<file path="src/rtl/hydra_voxel_pkg.sv">
// hydra_voxel_pkg: shared widths, FSM states, request record and range check for the voxel fetch path
package hydra_voxel_pkg;
  localparam int VOXEL_ADDR_W = 18;
  localparam int VOXEL_DATA_W = 64;
  typedef enum logic [1:0] {IDLE, REQ, RESP} voxel_fsm_e;
  typedef struct packed {
    logic [VOXEL_ADDR_W-1:0] addr;
  } voxel_req_t;
  function automatic logic voxel_oor(input logic [VOXEL_ADDR_W-1:0] a, input int unsigned cells);
    return 32'(a) >= cells;
  endfunction
endpackage

</file>
<file path="src/rtl/voxel_req_fifo.sv">
// voxel_req_fifo: synchronous read-request queue with count-based full/empty flags
module voxel_req_fifo
  import hydra_voxel_pkg::*;
#(
  parameter int DEPTH = 4
) (
  input  logic       clk,
  input  logic       rst_n,
  input  logic       i_push,
  input  voxel_req_t i_din,
  input  logic       i_pop,
  output voxel_req_t o_dout,
  output logic       o_full,
  output logic       o_empty
);
  localparam int AW = $clog2(DEPTH);
  localparam int CW = AW + 1;
  logic [AW-1:0] r_wptr, r_rptr;
  logic [CW-1:0] r_count;
  voxel_req_t    r_mem [DEPTH];
  // pointer and occupancy tracking; push and pop may coincide
  always_ff @(posedge clk or negedge rst_n) begin
    if (!rst_n) begin
      r_wptr  <= '0;
      r_rptr  <= '0;
      r_count <= '0;
    end else begin
      if (i_push) r_wptr <= r_wptr + AW'(1);
      if (i_pop) r_rptr <= r_rptr + AW'(1);
      r_count <= r_count + CW'(i_push) - CW'(i_pop);
    end
  end
  // storage needs no reset; occupancy guards every read of it
  always_ff @(posedge clk) begin
    if (i_push) r_mem[r_wptr] <= i_din;
  end
  assign o_dout  = r_mem[r_rptr];
  assign o_full  = r_count == CW'(DEPTH);
  assign o_empty = r_count == '0;
endmodule

</file>
<file path="src/rtl/voxel_fetch_responder.sv">
// voxel_fetch_responder: queues voxel reads, arbitrates with writes, drives one req/ack SRAM port with timeout;
// optional one-entry last-read cache enabled by defining VOXEL_LASTHIT_EN
module voxel_fetch_responder
  import hydra_voxel_pkg::*;
#(
  parameter int GRID_SIZE   = 64,
  parameter int FIFO_DEPTH  = 4,
  parameter int MEM_TIMEOUT = 64
) (
  input  logic                    clk,
  input  logic                    rst_n,
  input  logic                    rd_en,
  input  logic [VOXEL_ADDR_W-1:0] rd_addr,
  output logic                    rd_ready,
  output logic                    rd_valid,
  output logic [VOXEL_DATA_W-1:0] rd_data,
  output logic                    rd_err,
  input  logic                    wr_en,
  input  logic [VOXEL_ADDR_W-1:0] wr_addr,
  input  logic [VOXEL_DATA_W-1:0] wr_data,
  output logic                    wr_ready,
  output logic                    wr_done,
  output logic                    wr_err,
  output logic                    mem_req,
  output logic                    mem_we,
  output logic [VOXEL_ADDR_W-1:0] mem_addr,
  output logic [VOXEL_DATA_W-1:0] mem_wdata,
  input  logic                    mem_ack,
  input  logic [VOXEL_DATA_W-1:0] mem_rdata
);
  localparam int unsigned CELLS = GRID_SIZE ** 3;
  localparam int TW = $clog2(MEM_TIMEOUT + 1);
  voxel_fsm_e              r_state;
  logic [TW-1:0]           r_timer;
  logic                    r_mem_req, r_mem_we, r_rd_valid, r_rd_err, r_wr_done, r_wr_err;
  logic [VOXEL_ADDR_W-1:0] r_mem_addr;
  logic [VOXEL_DATA_W-1:0] r_mem_wdata, r_rd_data;
  logic                    w_full, w_empty, w_rd_acc, w_wr_acc, w_pop, w_tmo, w_head_oor, w_wr_oor, w_hit;
  logic [VOXEL_DATA_W-1:0] w_hit_data;
  voxel_req_t              w_head;
  assign rd_ready   = !w_full;
  assign wr_ready   = (r_state == IDLE) && w_empty;
  assign w_rd_acc   = rd_en && rd_ready;
  assign w_wr_acc   = wr_en && wr_ready;
  assign w_head_oor = voxel_oor(w_head.addr, CELLS);
  assign w_wr_oor   = voxel_oor(wr_addr, CELLS);
  assign w_tmo      = !mem_ack && (r_timer == TW'(MEM_TIMEOUT - 1));
  // the head entry leaves the queue only when its response is issued
  assign w_pop = !w_empty && ((r_state == IDLE && (w_head_oor || w_hit)) ||
                              (r_state == REQ && !r_mem_we && (mem_ack || w_tmo)));
  voxel_req_fifo #(.DEPTH(FIFO_DEPTH)) u_fifo (
    .clk    (clk),
    .rst_n  (rst_n),
    .i_push (w_rd_acc),
    .i_din  ('{addr: rd_addr}),
    .i_pop  (w_pop),
    .o_dout (w_head),
    .o_full (w_full),
    .o_empty(w_empty)
  );
`ifdef VOXEL_LASTHIT_EN
  logic [VOXEL_ADDR_W-1:0] r_c_tag;
  logic [VOXEL_DATA_W-1:0] r_c_data;
  logic                    r_c_valid;
  assign w_hit      = r_c_valid && (r_c_tag == w_head.addr);
  assign w_hit_data = r_c_data;
  // remember the last acked read; any accepted write may change memory, so drop it
  always_ff @(posedge clk or negedge rst_n) begin
    if (!rst_n) begin
      r_c_valid <= 1'b0;
      r_c_tag   <= '0;
      r_c_data  <= '0;
    end else if (w_wr_acc) begin
      r_c_valid <= 1'b0;
    end else if (r_state == REQ && mem_ack && !r_mem_we) begin
      r_c_valid <= 1'b1;
      r_c_tag   <= r_mem_addr;
      r_c_data  <= mem_rdata;
    end
  end
`else
  assign w_hit      = 1'b0;
  assign w_hit_data = '0;
`endif
  // transaction FSM: writes win in IDLE, reads drain from the queue, every request bounded by the timer
  always_ff @(posedge clk or negedge rst_n) begin
    if (!rst_n) begin
      r_state     <= IDLE;
      r_timer     <= '0;
      r_mem_req   <= 1'b0;
      r_mem_we    <= 1'b0;
      r_mem_addr  <= '0;
      r_mem_wdata <= '0;
      r_rd_valid  <= 1'b0;
      r_rd_err    <= 1'b0;
      r_rd_data   <= '0;
      r_wr_done   <= 1'b0;
      r_wr_err    <= 1'b0;
    end else begin
      r_rd_valid <= 1'b0;
      r_wr_done  <= 1'b0;
      case (r_state)
        IDLE: begin
          r_timer <= '0;
          if (w_wr_acc && w_wr_oor) begin
            r_state   <= RESP;
            r_wr_done <= 1'b1;
            r_wr_err  <= 1'b1;
          end else if (w_wr_acc) begin
            r_state     <= REQ;
            r_mem_req   <= 1'b1;
            r_mem_we    <= 1'b1;
            r_mem_addr  <= wr_addr;
            r_mem_wdata <= wr_data;
          end else if (!w_empty && (w_head_oor || w_hit)) begin
            r_state    <= RESP;
            r_rd_valid <= 1'b1;
            r_rd_err   <= w_head_oor;
            r_rd_data  <= w_head_oor ? '0 : w_hit_data;
          end else if (!w_empty) begin
            r_state    <= REQ;
            r_mem_req  <= 1'b1;
            r_mem_we   <= 1'b0;
            r_mem_addr <= w_head.addr;
          end
        end
        REQ: begin
          if (mem_ack || w_tmo) begin
            r_state    <= RESP;
            r_mem_req  <= 1'b0;
            r_wr_done  <= r_mem_we;
            r_wr_err   <= r_mem_we ? !mem_ack : r_wr_err;
            r_rd_valid <= !r_mem_we;
            r_rd_err   <= r_mem_we ? r_rd_err : !mem_ack;
            r_rd_data  <= r_mem_we ? r_rd_data : (mem_ack ? mem_rdata : '0);
          end else begin
            r_timer <= r_timer + TW'(1);
          end
        end
        default: r_state <= IDLE;
      endcase
    end
  end
  assign mem_req   = r_mem_req;
  assign mem_we    = r_mem_we;
  assign mem_addr  = r_mem_addr;
  assign mem_wdata = r_mem_wdata;
  assign rd_valid  = r_rd_valid;
  assign rd_err    = r_rd_err;
  assign rd_data   = r_rd_data;
  assign wr_done   = r_wr_done;
  assign wr_err    = r_wr_err;
endmodule

</file>
<file path="config.mk">
export PLATFORM = sky130hd
export DESIGN_NAME = voxel_fetch_responder
export DESIGN_NICKNAME = d
export VERILOG_FILES = /design/src/rtl/hydra_voxel_pkg.sv /design/src/rtl/voxel_req_fifo.sv /design/src/rtl/voxel_fetch_responder.sv
export SDC_FILE = /design/constraint.sdc
export NUM_CORES = 1
export LEC_CHECK = 0
export CORE_MARGIN = 8
export CORE_UTILIZATION = 45
export DETAILED_ROUTE_END_ITERATION = 10
export PLACE_DENSITY = 0.8
export SLEW_MARGIN = 40
export SYNTH_ARGS = -nofsm -noshare
export SYNTH_HDL_FRONTEND = slang
export SYNTH_SLANG_ARGS = --single-unit
</file>
<file path="constraint.sdc">
create_clock -name clk -period 3.5 [get_ports clk]
set_input_delay 0.35 -clock clk [delete_from_list [all_inputs] [get_ports clk]]
set_output_delay 0.35 -clock clk [all_outputs]
set_load 0.05 [all_outputs]
</file>
==> impl_metrics.json <==
{
  "setup_violations": 0,
  "antenna_found_initial": 3,
  "num_vias": 6769,
  "cp-end-kind": "output pin",
  "drt_iter0_drc": 392,
  "ios": 323,
  "final_cell_mix": "321 x clkdlybuf4s50_1, 218 x nand2_1, 167 x dfrtp_1",
  "hold_class": "in -> reg",
  "cp.required_ns": 3.15,
  "synth_top_family_by_area": "simple AND/OR/NAND/NOR gates",
  "rsz0062_at_grt": "no",
  "synth-main-ff-cell": "dfrtp_1",
  "firstDrtPassIters": 4,
  "area_growth_pct": 46.1,
  "synth.avg_cell_area_um2": 12.9,
  "path_clk_slew_ns": 0.06,
  "yosysWarnings": 0,
  "powerDensity_mw_per_mm2": 1050,
  "yosysUniqueCellTypes": 42,
  "r2r-start": "r_timer[0]",
  "ant_nets": 0,
  "synthesis.nets": 894,
  "finalHoldViolCount": 0,
  "fin_total_pwr_mw": 14.1,
  "cpMaxStageDelayCell": "clkdlybuf4s50_1",
  "core_area_mm2": 0.0202,
  "drt-wirelength-per-cell_um": 19.7,
  "dp_hpwl_um": 18700,
  "holdCritStartpoint": "wr_data[61]",
  "start_util": 0.457,
  "die_x_um": 159,
  "dieArea_mm2": 0.0254,
  "crit_fanout": 5,
  "status": "finished, final reports clean",
  "timing.slew.headroom": 0.479,
  "synth_compound_area_frac": 0.0929,
  "crit_type": "reg -> out",
  "cts_htree_levels": 1,
  "cts_buffer_depth": 3,
  "maxCapViolCount": 0,
  "synth_mux_area_frac": 0.0450,
  "synth-seq-cells": 240,
  "cp.arrival_ns": 2.39,
  "leakage_nw": 5.76,
  "cts_buffers": 26,
  "slew_viol_final": 0,
  "cts_sinks": 240,
  "path_buf_inv": 1,
  "post-synth-top-area-cell": "dfrtp_1",
  "clkLatencyLatePin_ns": 0.51,
  "synth_area_leaders": "dfrtp_1 45%, edfxtp_1 23%, nand2_1 8.9%",
  "grt_pass1_vias": 7050,
  "period_share": 0.782,
  "routed_wl_um": 26100,
  "netlist.area_leader.share": 0.454,
  "drive_above_1_share": 0.0760,
  "num_rows": 52,
  "synth_xor_area_frac": 0.00473,
  "startpoint_type": "register",
  "cts_resized": 0,
  "viasPerCell": 5.10,
  "synth_area_mm2": 0.00926,
  "async_flop_share": 0.700,
  "root_buffer": "clkbuf_16",
  "worstMarginPinSlew_ns": 0.776,
  "finalCriticalPeriod_ns": 2.74,
  "grt_overflow_total": 0,
  "grt_pass1_wl_um": 41300,
  "numPortBuffers": 322,
  "synthCells": 717,
  "tns_ns": 0,
  "grt_max_degree": 72,
  "grt_use_total": 0.203,
  "tritoncts": "yes",
  "slowest_delay_ns": 0.86,
  "peakVddDrop_v": 0.000649,
  "gp_congestion": 0.807,
  "layout_commonest_cell": "clkdlybuf4s50_1",
  "dieHeight_um": 159,
  "finClkSkew_ns": 0.0157,
  "synth_edf_count": 72,
  "synth_fa_ha_area_frac": 0.0116,
  "startpoint": "u_fifo.r_count[1]",
  "crit_chain": "or3_4 -> nor3_1 -> clkdlybuf4s50_1",
  "nets": 1211,
  "yosys.area_share.simple": 0.122,
  "synth.yosys.seq_area_share": 0.688,
  "post-route-drc-count": 0,
  "fmax_mhz": 365,
  "crit_family": "buffers and inverters"
}
==> what timing repair did <==
| action | 4_1_cts | 5_1_grt |
|---|---|---|
| setup endpoints to repair | 0 | 0 |
| endpoints found under the hold margin | 68 | 0 |
| buffers inserted | 0 | 0 |
| hold buffers | 1 | 0 |
==> synthesized netlist by cell type, types with 5 or more instances <==
master	instances
nand2_1	219
dfrtp_1	168
edfxtp_1	72
a22o_1	64
a21oi_1	40
nor2_1	26
mux4_2	18
buf_2	14
buf_6	13
inv_1	8
and3_1	7
buf_4	7
ha_1	7
buf_1	5
nand3_1	5
==> kinds of logic (layout without fill, tap and decap cells) <==
logic type      count (synthesis)  count (layout)
flops                         240             240
simple gates                  276             276
other cells                     0               3
xor+xnor                        5               5
fa+ha+maj                       8               8
mux                            19              19
buf+inv                        51             387
compound gates                118             118
==> state kept, by name, indices dropped and copies added (netlist names) <==
name	count
u_fifo.r_mem	72
mem_wdata	64
rd_data	64
mem_addr	18
r_timer	7
u_fifo.r_count	3
r_state	2
u_fifo.r_rptr	2
u_fifo.r_wptr	2
mem_req	1
mem_we	1
rd_err	1
rd_valid	1
wr_done	1
wr_err	1
==> worst min-delay path, stage by stage <==
cell             delay, ns
clkdlybuf4s50_1       0.39
nand2_1               0.05
nand2_1               0.04
==> path summary, 6_finish.rpt <==
check / end / slack (ns) / cells after the start
min in group asynchronous: rd_data[10] / 0.40 / 2
max in group asynchronous: mem_wdata[15] / 2.26 / 3
max: wr_ready / 0.76 / 3
max reg2reg: u_fifo.r_count[2] / 0.96 / 10
min reg2reg: mem_wdata[21] / 0.47 / 2
min: mem_wdata[61] / 0.36 / 3
==> report_power, final <==
part | internal [mW] | leakage [nW] | switching [mW] | total, mW
combinational | 2.45 | 2.59 | 4.49 | 6.94
sequential | 3.94 | 2.75 | 0.579 | 4.51
clock | 1.62 | 0.417 | 1.06 | 2.68
total | 8.01 | 5.76 | 6.13 | 14.1
==> final cells by class <==
class                      instances  area [um2]
clock inverter                     9        98.8
timing repair buffer             332        3350
multi-input combinational        426        2580
antenna                            3        7.51
sequential                       240        6370
clock buffer                      38         747
inverter                           8        30.0
tap                              270         338
fill                            1467        6710
==> stage by stage <==
| step | hold WS [ns] | cell area, um2 | std cells | setup WS [ns] | utilization |
|---|---|---|---|---|---|
| 2_1_floorplan | 0.0544 | 9260 | 717 | 1.10 | - |
| 3_3_place_gp | 0.392 | 12700 | 1275 | 0.797 | 0.625 |
| 3_5_place_dp | 0.395 | 12700 | 1275 | 0.774 | 0.625 |
| 4_1_cts | 0.342 | 13500 | 1323 | 0.707 | 0.668 |
| 5_1_grt | 0.360 | 13500 | 1326 | 0.661 | 0.668 |
| 6_report | 0.363 | 13500 | 1326 | 0.763 | 0.668 |
==> layer usage <==
layer | wire, um | part of all wire | vias up | GRT usage
li1 | - | - | 3141 | -
met3 | 1930 | 0.074 | 60 | 0.0553
met5 | 0 | 0 | - | 0
met2 | 13000 | 0.50 | 268 | 0.340
met4 | 856 | 0.033 | 0 | 0.0759
met1 | 10300 | 0.40 | 3300 | 0.246
Note: power is estimated with default switching activity, not from simulation.
